<file path="src/rtl/stopwatch_pkg.sv">
// ============================================================================
//  Module      : stopwatch_pkg
//  Description : Shared types and digit limits for the centisecond stopwatch.
//  Revision    : 1.0 - initial release
// ============================================================================
`default_nettype none

package stopwatch_pkg;

    typedef enum logic [1:0] {
        IDLE  = 2'd0,
        RUN   = 2'd1,
        PAUSE = 2'd2
    } sw_state_t;

    typedef logic [3:0] bcd_t;

    localparam bcd_t CSEC_MAX     = 4'd9;
    localparam bcd_t SEC_TENS_MAX = 4'd5;

endpackage

`default_nettype wire

</file>
<file path="src/rtl/ms_stopwatch_bcd_digit.sv">
// ============================================================================
//  Module      : bcd_digit
//  Description : One BCD counter digit, wraps at MAX and signals carry.
//  Revision    : 1.0 - initial release
// ============================================================================
`default_nettype none

module bcd_digit
    import stopwatch_pkg::*;
#(
    parameter bcd_t MAX = CSEC_MAX
) (
    input  logic clk,
    input  logic reset,
    input  logic clr,
    input  logic inc,
    output bcd_t digit,
    output logic carry
);

    bcd_t r_digit;

    always_ff @(posedge clk) begin
        if (reset || clr) begin
            r_digit <= '0;
        end else if (inc) begin
            r_digit <= (r_digit == MAX) ? '0 : r_digit + 4'd1;
        end
    end

    assign digit = r_digit;
    assign carry = inc & (r_digit == MAX);

endmodule

`default_nettype wire

</file>
<file path="src/rtl/ms_stopwatch.sv">
// ============================================================================
//  Module      : ms_stopwatch
//  Description : SS.cc BCD stopwatch clocked by edges of a sampled 1 kHz tick.
//                Optional lap hold built when MS_STOPWATCH_LAP_EN is defined.
//  Revision    : 1.0 - initial release
// ============================================================================
`default_nettype none

module ms_stopwatch
    import stopwatch_pkg::*;
#(
    parameter int PRESCALE = 10
) (
    input  logic        clk,
    input  logic        reset,
    input  logic        tick_in,
    input  logic        start_stop,
    input  logic        clear,
    input  logic        lap,
    output logic [15:0] bcd_out,
    output logic        running,
    output logic        ovf,
    output logic        lap_hold
);

    localparam logic [7:0] c_presc_last = 8'(PRESCALE - 1);

    sw_state_t   r_state;
    logic [7:0]  r_presc;
    logic        r_tick_q;
    logic        r_ovf;
    logic        w_tick_rise;
    logic        w_csec_tick;
    logic [3:0]  w_inc;
    logic [3:0]  w_carry;
    bcd_t        w_digit [4];
    logic [15:0] w_live;

    assign w_tick_rise = tick_in & ~r_tick_q;
    assign w_csec_tick = (r_state == RUN) && w_tick_rise && (r_presc == c_presc_last);

    always_ff @(posedge clk) begin
        if (reset) begin
            r_state  <= IDLE;
            r_presc  <= '0;
            r_tick_q <= 1'b0;
            r_ovf    <= 1'b0;
        end else begin
            r_tick_q <= tick_in;
            if (clear) begin
                r_state <= IDLE;
                r_presc <= '0;
                r_ovf   <= 1'b0;
            end else begin
                case (r_state)
                    IDLE: begin
                        r_presc <= '0;
                        if (start_stop) r_state <= RUN;
                    end
                    RUN: begin
                        // A rise coinciding with the pause request is still counted.
                        if (w_tick_rise)
                            r_presc <= (r_presc == c_presc_last) ? '0 : r_presc + 8'd1;
                        if (start_stop) r_state <= PAUSE;
                    end
                    PAUSE: begin
                        if (start_stop) r_state <= RUN;
                    end
                    default: r_state <= IDLE;
                endcase
                if (w_carry[3]) r_ovf <= 1'b1;
            end
        end
    end

    assign w_inc[0] = w_csec_tick;

    generate
        for (genvar i = 0; i < 4; i++) begin : g_digits
            bcd_digit #(
                .MAX ((i == 3) ? SEC_TENS_MAX : CSEC_MAX)
            ) u_digit (
                .clk   (clk),
                .reset (reset),
                .clr   (clear),
                .inc   (w_inc[i]),
                .digit (w_digit[i]),
                .carry (w_carry[i])
            );
            if (i < 3) begin : g_chain
                assign w_inc[i+1] = w_carry[i];
            end
        end
    endgenerate

    assign w_live  = {w_digit[3], w_digit[2], w_digit[1], w_digit[0]};
    assign running = (r_state == RUN);
    assign ovf     = r_ovf;

`ifdef MS_STOPWATCH_LAP_EN
    logic        r_lap_hold;
    logic [15:0] r_lap_cap;

    always_ff @(posedge clk) begin
        if (reset || clear) begin
            r_lap_hold <= 1'b0;
            r_lap_cap  <= '0;
        end else if (lap && (r_state != IDLE)) begin
            r_lap_hold <= ~r_lap_hold;
            if (!r_lap_hold) r_lap_cap <= w_live;
        end
    end

    assign lap_hold = r_lap_hold;
    assign bcd_out  = r_lap_hold ? r_lap_cap : w_live;
`else
    logic w_unused_lap;
    assign w_unused_lap = lap;
    assign lap_hold     = 1'b0;
    assign bcd_out      = w_live;
`endif

endmodule

`default_nettype wire

</file>
<file path="config.mk">
export PLATFORM = sky130hd
export DESIGN_NAME = ms_stopwatch
export DESIGN_NICKNAME = d
export VERILOG_FILES = /design/src/rtl/stopwatch_pkg.sv /design/src/rtl/ms_stopwatch_bcd_digit.sv /design/src/rtl/ms_stopwatch.sv
export SDC_FILE = /design/constraint.sdc
export NUM_CORES = 1
export LEC_CHECK = 0
export ABC_AREA = 0
export CORE_MARGIN = 5
export CORE_UTILIZATION = 30
export DETAILED_ROUTE_END_ITERATION = 7
export SETUP_SLACK_MARGIN = 0.3
export SLEW_MARGIN = 20
export SYNTH_ARGS = -nofsm -noshare
export SYNTH_HDL_FRONTEND = slang
export SYNTH_SLANG_ARGS = --single-unit
</file>
<file path="constraint.sdc">
create_clock -name clk -period 4.5 [get_ports clk]
set_input_delay 0.675 -clock clk [delete_from_list [all_inputs] [get_ports clk]]
set_output_delay 0.675 -clock clk [all_outputs]
set_load 0.01 [all_outputs]
</file>
==> qor.yml, run 1 <==
status:
  status: "complete, no violations"
logic_synthesis:
  synth_ff_type: "dfxtp_1"
  synth_edf_count: 0
  syn-instance-count: 168
  netlist_area_mm2: 0.00146
  synthArstFlopShare: 0
  ys_seq_area_frac: 0.385
  synth-seq-cells: 28
  synth.avg_cell_area_um2: 8.66
  ys_types: 48
  ys_warn_count: 0
  synth_nets: 176
grt:
  met1_usage: 0.144
  grt_pass1_wl_um: 5540
  grt_max_degree: 18
  overflow: 0
  track_usage: 0.106
  busiest_layer: "met2"
  grt_pass1_vias: 1223
  grt_antenna_before_repair: 0
  gr-usage-met2: 0.168
  met3_usage: 0.0293
timing:
  fin_crit_ns: 2.65
  clock-skew-final_ns: 0.00234
  setup-violations-final: 0
  setup-tns-final_ns: 0
  grt_setup_unrepaired: "false"
  tightest_slew_ns: 0.894
  report.final.slew_viol_count: 0
  final-hold-violation-count: 0
  slew_headroom: 0.402
  period_share: 0.588
  max_freq_ghz: 0.378
  fin_hold_ws_ns: 0.479
  timing.final.ws_setup_ns: 1.85
floorplan:
  die_height_um: 79.6
  pin_count: 25
  dieArea_mm2: 0.00634
  rows: 25
  core_mm2: 0.00472
  initial_utilization: 0.308
  die_w_um: 79.6
power_and_ir_drop:
  report.power.total_mw: 0.403
  p_per_area_mw_per_mm2: 229
  leakagePower_nw: 0.551
  vdd_drop_max_mv: 0.127
worst_hold_path:
  hold_class: "reg -> reg"
detailed_routing:
  vias_per_cell: 5.00
  firstDrtPassIters: 4
  drt_wl_total_um: 3120
  ant_nets: 0
  wl_per_cell_um: 12.4
  vias: 1260
  drtIter0Drc: 61
  drc: 0
critical_path:
  path_cells: "clkdlybuf4s50_1 -> or2_2 -> a2111oi_1 -> o21ai_0 -> a31oi_1"
  cp-start-kind: "input pin"
  cp-end-kind: "flip-flop"
  cp_max_fo: 17
  cp_slowest_cell: "a2111oi_1"
  cp.required_ns: 4.70
  worstPathArrival_ns: 2.85
  crit_path_max_incr_delay_ns: 0.82
  path_class: "in -> reg"
clocking:
  clock_sinks: 28
  cts_setup_buffers: 0
  cts.reportedPaths.clkPinSlew_ns: 0.09
  cts_buffers: 3
  cts_tree: "yes"
  cts.path.max_buffers: 2
  cts-root-buf: "clkbuf_8"
  cts_hold_buffers: 0
  cts-resized-gates: 0
  clk_latency_ns: 0.27
  cts-htree-levels: 1
flow_run:
  maxCapViolations: 0
place:
  place_area_mm2: 0.00172
  portBuffers: 22
  dp_hpwl_um: 2230
  place_ws_ns: 1.59
  place.gp.congestion: 0.759
cells_and_area:
  diodes: 0
  nets: 195
  drive_gt1_frac: 0.0432
  area_delta_synth_final_pct: 20.8
  stdcell_area_mm2: 0.00176
[through the flow]
stage / instances / utilization
2_1_floorplan: 168 / -
3_3_place_gp: 249 / 0.363
3_5_place_dp: 249 / 0.363
4_1_cts: 252 / 0.372
5_1_grt: 252 / 0.372
6_report: 252 / 0.372
[routing by layer]
layer	up-vias	wire length, um
li1	662	-
met1	572	1600
met2	24	1360
met3	2	144
met4	0	12
met5	-	0
[critical path, delay by kind of cell]
family          cells  cell delay [ns]
compound gates      3             1.23
buf+inv             1             0.47
simple gates        1             0.46
[registers in the layout (all words and copies together) (netlist names)]
name,count
ovf,1
r_tick_q,1
r_state,2
g_digits.u_digit.digit,16
r_presc,8
[synth_stat cells (all sizes together), types with 4 or more instances]
master	count	area, um2
a31oi	4	25.0
o21ai	7	35.0
dfxtp	28	561
nor2	12	45.0
nor3b	4	30.0
or3	4	25.0
or4	4	30.0
nand3	5	25.0
nand2b	5	31.3
o31ai	4	30.0
a21oi	13	65.1
nand4	6	43.8
nor2b	7	43.8
nand2	13	48.8
clkbuf	5	18.8
xor2	4	35.0
inv	5	18.8
[power breakdown]
group / switching [mW] / internal, mW
Combinational: 0.0118 / 0.00844
Sequential: 0.00140 / 0.249
Clock: 0.0729 / 0.0600
Total: 0.0861 / 0.317
[cell type report]
cell class | count | area, um2
Inverter | 5 | 18.8
Multi-Input combinational cell | 127 | 833
Sequential cell | 28 | 561
Timing Repair Buffer | 22 | 220
Clock buffer | 3 | 41.3
Tap cell | 67 | 83.8
Fill cell | 505 | 2970
[placed cells by master (no fill, tap or decap), types with 4 or more instances in the layout]
master	n
clkdlybuf4s50_1	22
xor2_1	4
nor2b_1	7
nand2_1	13
dfxtp_1	28
nand2b_1	5
nand4_1	5
nor2_1	12
nand3_1	5
o31ai_1	4
nor3b_1	4
or3_1	4
o21ai_0	7
a21oi_1	13
or4_1	4
inv_1	5
a31oi_1	4
[kinds of logic after synthesis]
group | after synthesis | share of synthesized area
xor+xnor | 6 | 0.0361
other cells | 1 | 0.00258
fa+ha+maj | 2 | 0.0172
simple gates | 72 | 0.304
mux | 1 | 0.00774
flops | 28 | 0.385
compound gates | 45 | 0.206
buf+inv | 13 | 0.0421
[worst paths after layout]
kind | startpoint | to | slack (ns) | cells past startpoint
worst max-delay path | reset | r_presc[6] | 1.85 | 5
worst min-delay path | ovf | ovf | 0.48 | 1
worst max register to register | r_presc[0] | g_digits[2].u_digit.digit[3] | 2.13 | 5
worst min register to register | ovf | ovf | 0.48 | 1
No activity file was read; power rests on OpenSTA's default activity.
==> inputs of run 2 (changes only) <==
Clock period 4.5 ns to 2.6 ns, I/O delays scaled along.
==> run 2 against run 1 <==
Against the previous run:
- final area rose by 4.3%
- highest routed layer unchanged
- largest cell class unchanged
- largest power group unchanged
- wire length grew 4.3%
- clock power rose to 2.6 times the previous value
==> qor.yml, run 2 (synthesized netlist as in run 1, its figures left out) <==
status:
  status: "complete, no violations"  # unchanged
timing:
  final-hold-violation-count: 0  # unchanged
  setup-tns-final_ns: 0  # unchanged
  report.final.slew_viol_count: 0  # unchanged
  slew_headroom: 0.627  # was 0.402
  fin_crit_ns: 2.07
  period_share: 0.797
  max_freq_ghz: 0.483
  setup-violations-final: 0  # unchanged
  tightest_slew_ns: 0.554  # was 0.894 ns
  grt_setup_unrepaired: "false"  # unchanged
  clock-skew-final_ns: 0.00239  # was 0.00234 ns
clocking:
  cts_setup_buffers: 0  # unchanged
  cts_hold_buffers: 0  # unchanged
  cts-htree-levels: 1  # unchanged
  cts-root-buf: "clkbuf_8"  # unchanged
  clk_latency_ns: 0.27  # about the same
  cts_tree: "yes"  # unchanged
  cts_buffers: 3  # unchanged
  cts-resized-gates: 0  # unchanged
  clock_sinks: 28  # unchanged
  cts.path.max_buffers: 2  # unchanged
  cts.reportedPaths.clkPinSlew_ns: 0.10  # was 0.09 ns
grt:
  grt_pass1_wl_um: 5550  # was 5540 um
  grt_antenna_before_repair: 0  # unchanged
  grt_pass1_vias: 1205  # was 1223
  overflow: 0  # unchanged
  grt_max_degree: 17  # was 18
  track_usage: 0.108  # was 0.106
critical_path:
  cp-start-kind: "flip-flop"  # was input pin
  cp.required_ns: 2.81  # was 4.70 ns
  cp-end-kind: "flip-flop"  # unchanged
  worstPathArrival_ns: 2.28  # was 2.85 ns
  cp_max_fo: 15  # was 17
  path_class: "reg -> reg"  # was in -> reg
worst_hold_path:
  hold_class: "reg -> reg"  # unchanged
power_and_ir_drop:
  leakagePower_nw: 0.595  # was 0.551 nW
  vdd_drop_max_mv: 0.495  # was 0.127 mV
  p_per_area_mw_per_mm2: 448  # was 229 mW/mm2
floorplan:
  dieArea_mm2: 0.00634  # unchanged
  die_height_um: 79.6  # unchanged
  die_w_um: 79.6  # unchanged
  initial_utilization: 0.308  # unchanged
  core_mm2: 0.00472  # unchanged
  rows: 25  # unchanged
  pin_count: 25  # unchanged
flow_run:
  maxCapViolations: 0  # unchanged
cells_and_area:
  largest_register_ffs: 16  # unchanged
  layout_common_cells: "dfxtp_1, clkdlybuf4s50_1, nand2_1, a21oi_1, nor2_1"  # unchanged
  diodes: 0  # unchanged
  final_common_cell: "dfxtp_1"  # unchanged
  nets: 201  # was 195
  stdcell_count: 259  # was 252
  area_delta_synth_final_pct: 26.0  # was 20.8%
  drive_gt1_frac: 0.0781  # was 0.0432
detailed_routing:
  vias: 1318  # was 1260
  firstDrtPassIters: 4  # unchanged
  vias_per_cell: 5.09  # was 5.00
  drtIter0Drc: 67  # was 61
  drt_wl_total_um: 3250  # was 3120 um
  ant_nets: 0  # unchanged
  wl_per_cell_um: 12.5  # was 12.4 um
  drc: 0  # unchanged
place:
  place.gp.congestion: 0.777  # was 0.759
  dp_hpwl_um: 2360  # was 2230 um
  dp.cells: 255  # was 249
  portBuffers: 22  # unchanged
==> run 2: cell count changes in the layout (fill, tap and decap cells not counted) <==
cell | before | now
bufinv_16 | 0 | 1
buf_4 | 0 | 6
==> run 2: worst max-delay path, cell delays in order, from the launching register on <==
cell	delay [ns]
dfxtp_1	0.39
nor4bb_1	0.49
nand4_2	0.38
or4_1	0.59
a31oi_1	0.16
==> run 2: worst paths after layout <==
kind / startpoint / end / slack (ns) / cells past startpoint
worst max-delay path: g_digits[0].u_digit.digit[1] / g_digits[2].u_digit.digit[3] / 0.53 / 4
worst min-delay path: ovf / ovf / 0.48 / 1
worst max register to register: g_digits[0].u_digit.digit[1] / g_digits[2].u_digit.digit[3] / 0.53 / 4
worst min register to register: ovf / ovf / 0.48 / 1
==> run 2: through the flow <==
step | utilization | hold slack, ns | setup slack (ns) | area (um2) | power (mW)
2_1_floorplan | - | 0.461 | 0.750 | 1460 | 0.466
3_3_place_gp | 0.373 | 0.447 | 0.367 | 1760 | 0.483
3_5_place_dp | 0.373 | 0.458 | 0.344 | 1760 | 0.483
4_1_cts | 0.388 | 0.484 | 0.538 | 1830 | 0.834
5_1_grt | 0.388 | 0.540 | 0.417 | 1830 | 0.855
6_report | 0.388 | 0.479 | 0.528 | 1830 | 0.821
==> run 2: per-layer routing <==
metal | share of wire | global-route usage | up-vias
met5 | 0 | 0 | -
met4 | 0.0037 | 0.0155 | 0
met3 | 0.040 | 0.0305 | 2
met2 | 0.44 | 0.168 | 21
met1 | 0.52 | 0.151 | 617
li1 | - | - | 678
==> run 2: where the power goes <==
part           leakage (nW)  total (mW)  internal, mW  switching [mW]
Combinational         0.334      0.0396        0.0178          0.0218
Clock                0.0357       0.348         0.206           0.142
Sequential            0.226       0.433         0.431         0.00228
==> run 2: layout make-up <==
class | count | area (um2)
Tap cell | 67 | 83.8
Clock inverter | 1 | 30.0
Multi-Input combinational cell | 127 | 833
Timing Repair Buffer | 28 | 265
Clock buffer | 3 | 41.3
Fill cell | 497 | 2890
Sequential cell | 28 | 561
Inverter | 5 | 18.8
==> variant 1 (flow settings as in run 2) <==
Put a register stage on the outputs `bcd_out` and `running`, with the module's reset. The values now appear one clock later. The other outputs are not delayed to match.
--- a/src/rtl/ms_stopwatch.sv
+++ b/src/rtl/ms_stopwatch.sv
@@ -94,7 +94,15 @@
     endgenerate
 
     assign w_live  = {w_digit[3], w_digit[2], w_digit[1], w_digit[0]};
-    assign running = (r_state == RUN);
+    always_ff @(posedge clk) begin
+        if (reset) begin
+            bcd_out <= '0;
+            running <= '0;
+        end else begin
+            bcd_out <= w_live;
+            running <= (r_state == RUN);
+        end
+    end
     assign ovf     = r_ovf;
 
 `ifdef MS_STOPWATCH_LAP_EN
@@ -117,7 +125,6 @@
     logic w_unused_lap;
     assign w_unused_lap = lap;
     assign lap_hold     = 1'b0;
-    assign bcd_out      = w_live;
 `endif
 
 endmodule
Formal check against the unedited RTL: not equivalent (a bounded check fails within 4 cycles, from zero or initial values and one cycle with reset high).
==> variant 1 against run 2 <==
Global-route usage down 1.0 points; utilization down 1.9 points; power up 42%; routed wire length up 17%; worst setup slack better by 0.17 ns; sequential cell count up 17; sequential share of layout area up 8.1 points; non-clock buffer count unchanged; area after synthesis up 32%; final area up 27%; highest routed layer unchanged.
==> variant 1: results (changes against run 2) <==
metric,value,unit,change
status,"complete, no violations",,
hold_path_class,reg2reg,,
slew_headroom,63.0,%,+0.32 points
antenna_cells,0,,unchanged
async_flop_share,0,%,unchanged
cts.path.max_buffers,2,,unchanged
crit_slowest_cell,or4_1,,
clk_pin_slew,0.09,ns,
grt_pass1_vias,1417,,+18%
vias,1539,,+17%
port-buffer-count,22,,unchanged
synth_nets,218,,+24%
crit_arrival,2.13,ns,-0.15 ns
yosysSeqAreaShare,46.8,%,+8.3 points
cts.repair.resized,0,,unchanged
syn_inst,210,,+25%
reg2reg_from,g_digits[0].u_digit.digit[2]$_SDFFE_PP0N_,,
grt_pass1_wl,6670,um,+20%
h-tree-depth,2,,+1
startpoint,tick_in,,
grt_start_max_net_pins,18,,+1
synth_xor_area_share,1.82,%,-1.8 points
antenna_found_initial,0,,unchanged
worstSkewPairLatency,0.29,ns,+0.02 ns
track_usage,9.75,%,-1.0 points
placedCellCount,307,,+20%
synthTopCellsByArea,"dfxtp_1 47%, nor2b_1 4.5%, nor2_1 3.7%, a21oi_1 3.6%, nand2_1 2.9%",,
synthTopCellsByCount,"45 x dfxtp_1, 19 x nor2_1, 15 x nand2_1",,
clockRootBuffer,clkbuf_8,,
hpwl,2660,um,+12%
wl_per_cell,12.1,um,-3.8%
synthAdderAreaFrac,1.30,%,-0.42 points
numCtsBuffers,5,,+2
muxShareOfSynthArea,2.66,%,+1.9 points
drive_gt1_share,8.40,%,+0.59 points
fin_worst_skew,0.00839,ns,+0.00600 ns
peakVddDrop,266,uV,-46%
synth-compound-area-share,14.7,%,-5.8 points
cts_setup_buffers,0,,unchanged
gp_congestion,0.794,,+2.2%
cp_max_fo,17,,+2
slowest_delay,0.51,ns,-0.08 ns
nets,245,,+22%
cellLeakagePower,0.761,nW,+28%
drt_pre_antenna_iters,4,,unchanged
fin_cells,315,,+22%
crit_family,simple AND/OR/NAND/NOR gates,,
drt_iter0_drc,53,,-21%
hold_start,ovf$_SDFFE_PP0P_,,
synth.distinct_cells,49,,+2.1%
yosysWarnings,0,,unchanged
## variant 1: final timing paths
| check | to | slack, ns | depth (start not counted) |
|---|---|---|---|
| worst min-delay path | ovf$_SDFFE_PP0P_ | 0.47 | 1 |
| worst min register to register | ovf$_SDFFE_PP0P_ | 0.47 | 1 |
| worst max register to register | g_digits[2].u_digit.digit[3]$_SDFFE_PP0N_ | 0.75 | 4 |
| worst max-delay path | g_digits[2].u_digit.digit[3]$_SDFFE_PP0N_ | 0.70 | 6 |
## variant 1: stage by stage
step | hold WS [ns] | instance area (um2) | util [%] | setup slack (ns)
6_report | 0.472 | 2330 | 36.9 | 0.702
5_1_grt | 0.494 | 2330 | 36.9 | 0.529
4_1_cts | 0.478 | 2330 | 36.9 | 0.703
2_1_floorplan | 0.445 | 1930 | - | 0.787
3_3_place_gp | 0.450 | 2240 | 35.5 | 0.413
3_5_place_dp | 0.456 | 2240 | 35.5 | 0.385
## variant 1: final cells by class
type	count	area, um2
Sequential cell	45	901
Fill cell	671	3980
Clock inverter	2	15.0
Timing Repair Buffer	28	265
Multi-Input combinational cell	147	943
Inverter	10	37.5
Tap cell	77	96.3
Clock buffer	6	72.6
## variant 1: per-layer routing
metal	global-route usage [%]	vias up	wire length, um
li1	-	800	-
met1	13.2	707	1930
met2	14.9	28	1650
met3	2.42	4	166
met4	3.72	0	52
met5	0	-	0
## variant 1: where the power goes
part           internal (mW)  total (mW)  switching, mW
registers              0.691       0.694        0.00290
logic                 0.0172      0.0420         0.0248
clock network          0.190       0.426          0.237
## variant 1: logic make-up after synthesis
logic type,count (synthesis)
simple gates,91
flops,45
compound gates,44
buf+inv,18
mux,5
xor+xnor,4
fa+ha+maj,2
other cells,1
==> variant 2 (flow settings as in run 2) <==
Made on the original files. Build with the macro `MS_STOPWATCH_LAP_EN` defined.
--- a/src/rtl/ms_stopwatch.sv
+++ b/src/rtl/ms_stopwatch.sv
@@ -5,6 +5,8 @@
 //  Revision    : 1.0 - initial release
 // ============================================================================
 `default_nettype none
+
+`define MS_STOPWATCH_LAP_EN
 
 module ms_stopwatch
     import stopwatch_pkg::*;
Check against the original RTL: not equivalent (a bounded check fails within 4 cycles, from zero or initial values and one cycle with reset high).
==> variant 2 against run 2 <==
Power increased by 59%; sequential cell count grew 17; synthesized cell count rose by 50%; sequential share of layout area up 2.2 points; combinational power increased by 42%; final cell count grew 45%; area after synthesis rose by 56%; worst setup slack worse by 0.0098 ns; routed wire length grew 50%; die area increased by 48%; final area grew 50%; utilization is 1.1 points lower; worst hold slack barely moved.
==> variant 2: results (changes against run 2) <==
metric,value,unit,change
hpwl,3310,um,+40%
crit_slowest_cell,clkdlybuf4s50_1,,
startpoint,g_digits[2].u_digit.digit[1]$_SDFFE_PP0N_,,
synthTopCellsByArea,"dfxtp_1 40%, mux2i_1 7.9%, mux2_2 5.5%, nor2_1 4.8%, o21ai_0 4.2%",,
grt_start_max_net_pins,40,,+23
grt_util_met3,3.02,%,-0.026 points
status,"complete, no violations",,
wl_met2,2040,um,+44%
wl_per_cell,12.9,um,+3.1%
slew_headroom,46.0,%,-17 points
synth_nets,260,,+48%
place_area,0.00262,mm2,+49%
grtUsageMet1,14.8,%,-0.29 points
grt_pass1_wl,8270,um,+49%
wl_met1,2550,um,+51%
drt_pre_antenna_iters,6,,+2
fin_worst_skew,0.00900,ns,+0.00661 ns
crit_arrival,1.69,ns,-0.59 ns
cp_max_fo,6,,-9
port-buffer-count,24,,+9.1%
cellLeakagePower,0.898,nW,+51%
gr-usage-met2,14.9,%,-1.9 points
numCtsBuffers,5,,+2
gp_congestion,0.781,,+0.49%
h-tree-depth,2,,+1
drive_gt1_share,14.1,%,+6.3 points
yosysSeqAreaShare,39.7,%,+1.2 points
peakVddDrop,254,uV,-49%
nets,284,,+41%
synthTopCellsByCount,"45 x dfxtp_1, 29 x nor2_1, 22 x nand2_1",,
vias_per_cell,4.88,,-4.0%
clock_power,0.553,mW,+59%
grt_pass1_vias,1720,,+43%
==> variant 2: cell type report <==
cell class / count / area, um2
Clock inverter: 2 / 37.5
Multi-Input combinational cell: 186 / 1290
Tap cell: 99 / 124
Inverter: 9 / 33.8
Sequential cell: 45 / 901
Clock buffer: 6 / 82.6
Fill cell: 768 / 4540
Timing Repair Buffer: 29 / 278
==> variant 2: repair_timing <==
| action | CTS | global route |
|---|---|---|
| hold buffers | 0 | 0 |
| setup endpoints to repair | 0 | 1 |
| hold endpoints to repair | 0 | 0 |
| buffers inserted | 0 | 0 |
| resized for setup | 0 | 2 |
==> variant 2: cells by family after synthesis <==
logic type / Yosys count / synth area share (%)
DFF: 45 / 39.7
adders and majority gates: 2 / 1.10
muxes: 29 / 13.4
buffers and inverters: 21 / 3.86
xor gates and xnor gates: 2 / 0.772
and+or+nand+nor: 96 / 24.9
AOI/OAI and AO/OA: 57 / 16.3
==> variant 2: stage by stage <==
step	hold slack, ns	worst slack (ns)	util (%)	power [mW]	instances
2_1_floorplan	0.452	0.827	-	0.744	252
3_3_place_gp	0.464	0.279	35.9	0.765	368
3_5_place_dp	0.468	0.258	35.9	0.766	368
4_1_cts	0.481	0.425	37.6	1.32	376
5_1_grt	0.514	0.366	37.7	1.36	376
6_report	0.479	0.518	37.7	1.30	376
==> variant 2: final timing paths <==
kind / endpoint / slack (ns) / cells after the start
worst max-delay path: bcd_out[9] / 0.52 / 3
worst min-delay path: g_digits[3].u_digit.digit[3]$_SDFFE_PP0P_ / 0.48 / 2
worst max register to register: g_digits[1].u_digit.digit[1]$_SDFFE_PP0N_ / 0.54 / 6
worst min register to register: g_digits[3].u_digit.digit[3]$_SDFFE_PP0P_ / 0.48 / 2
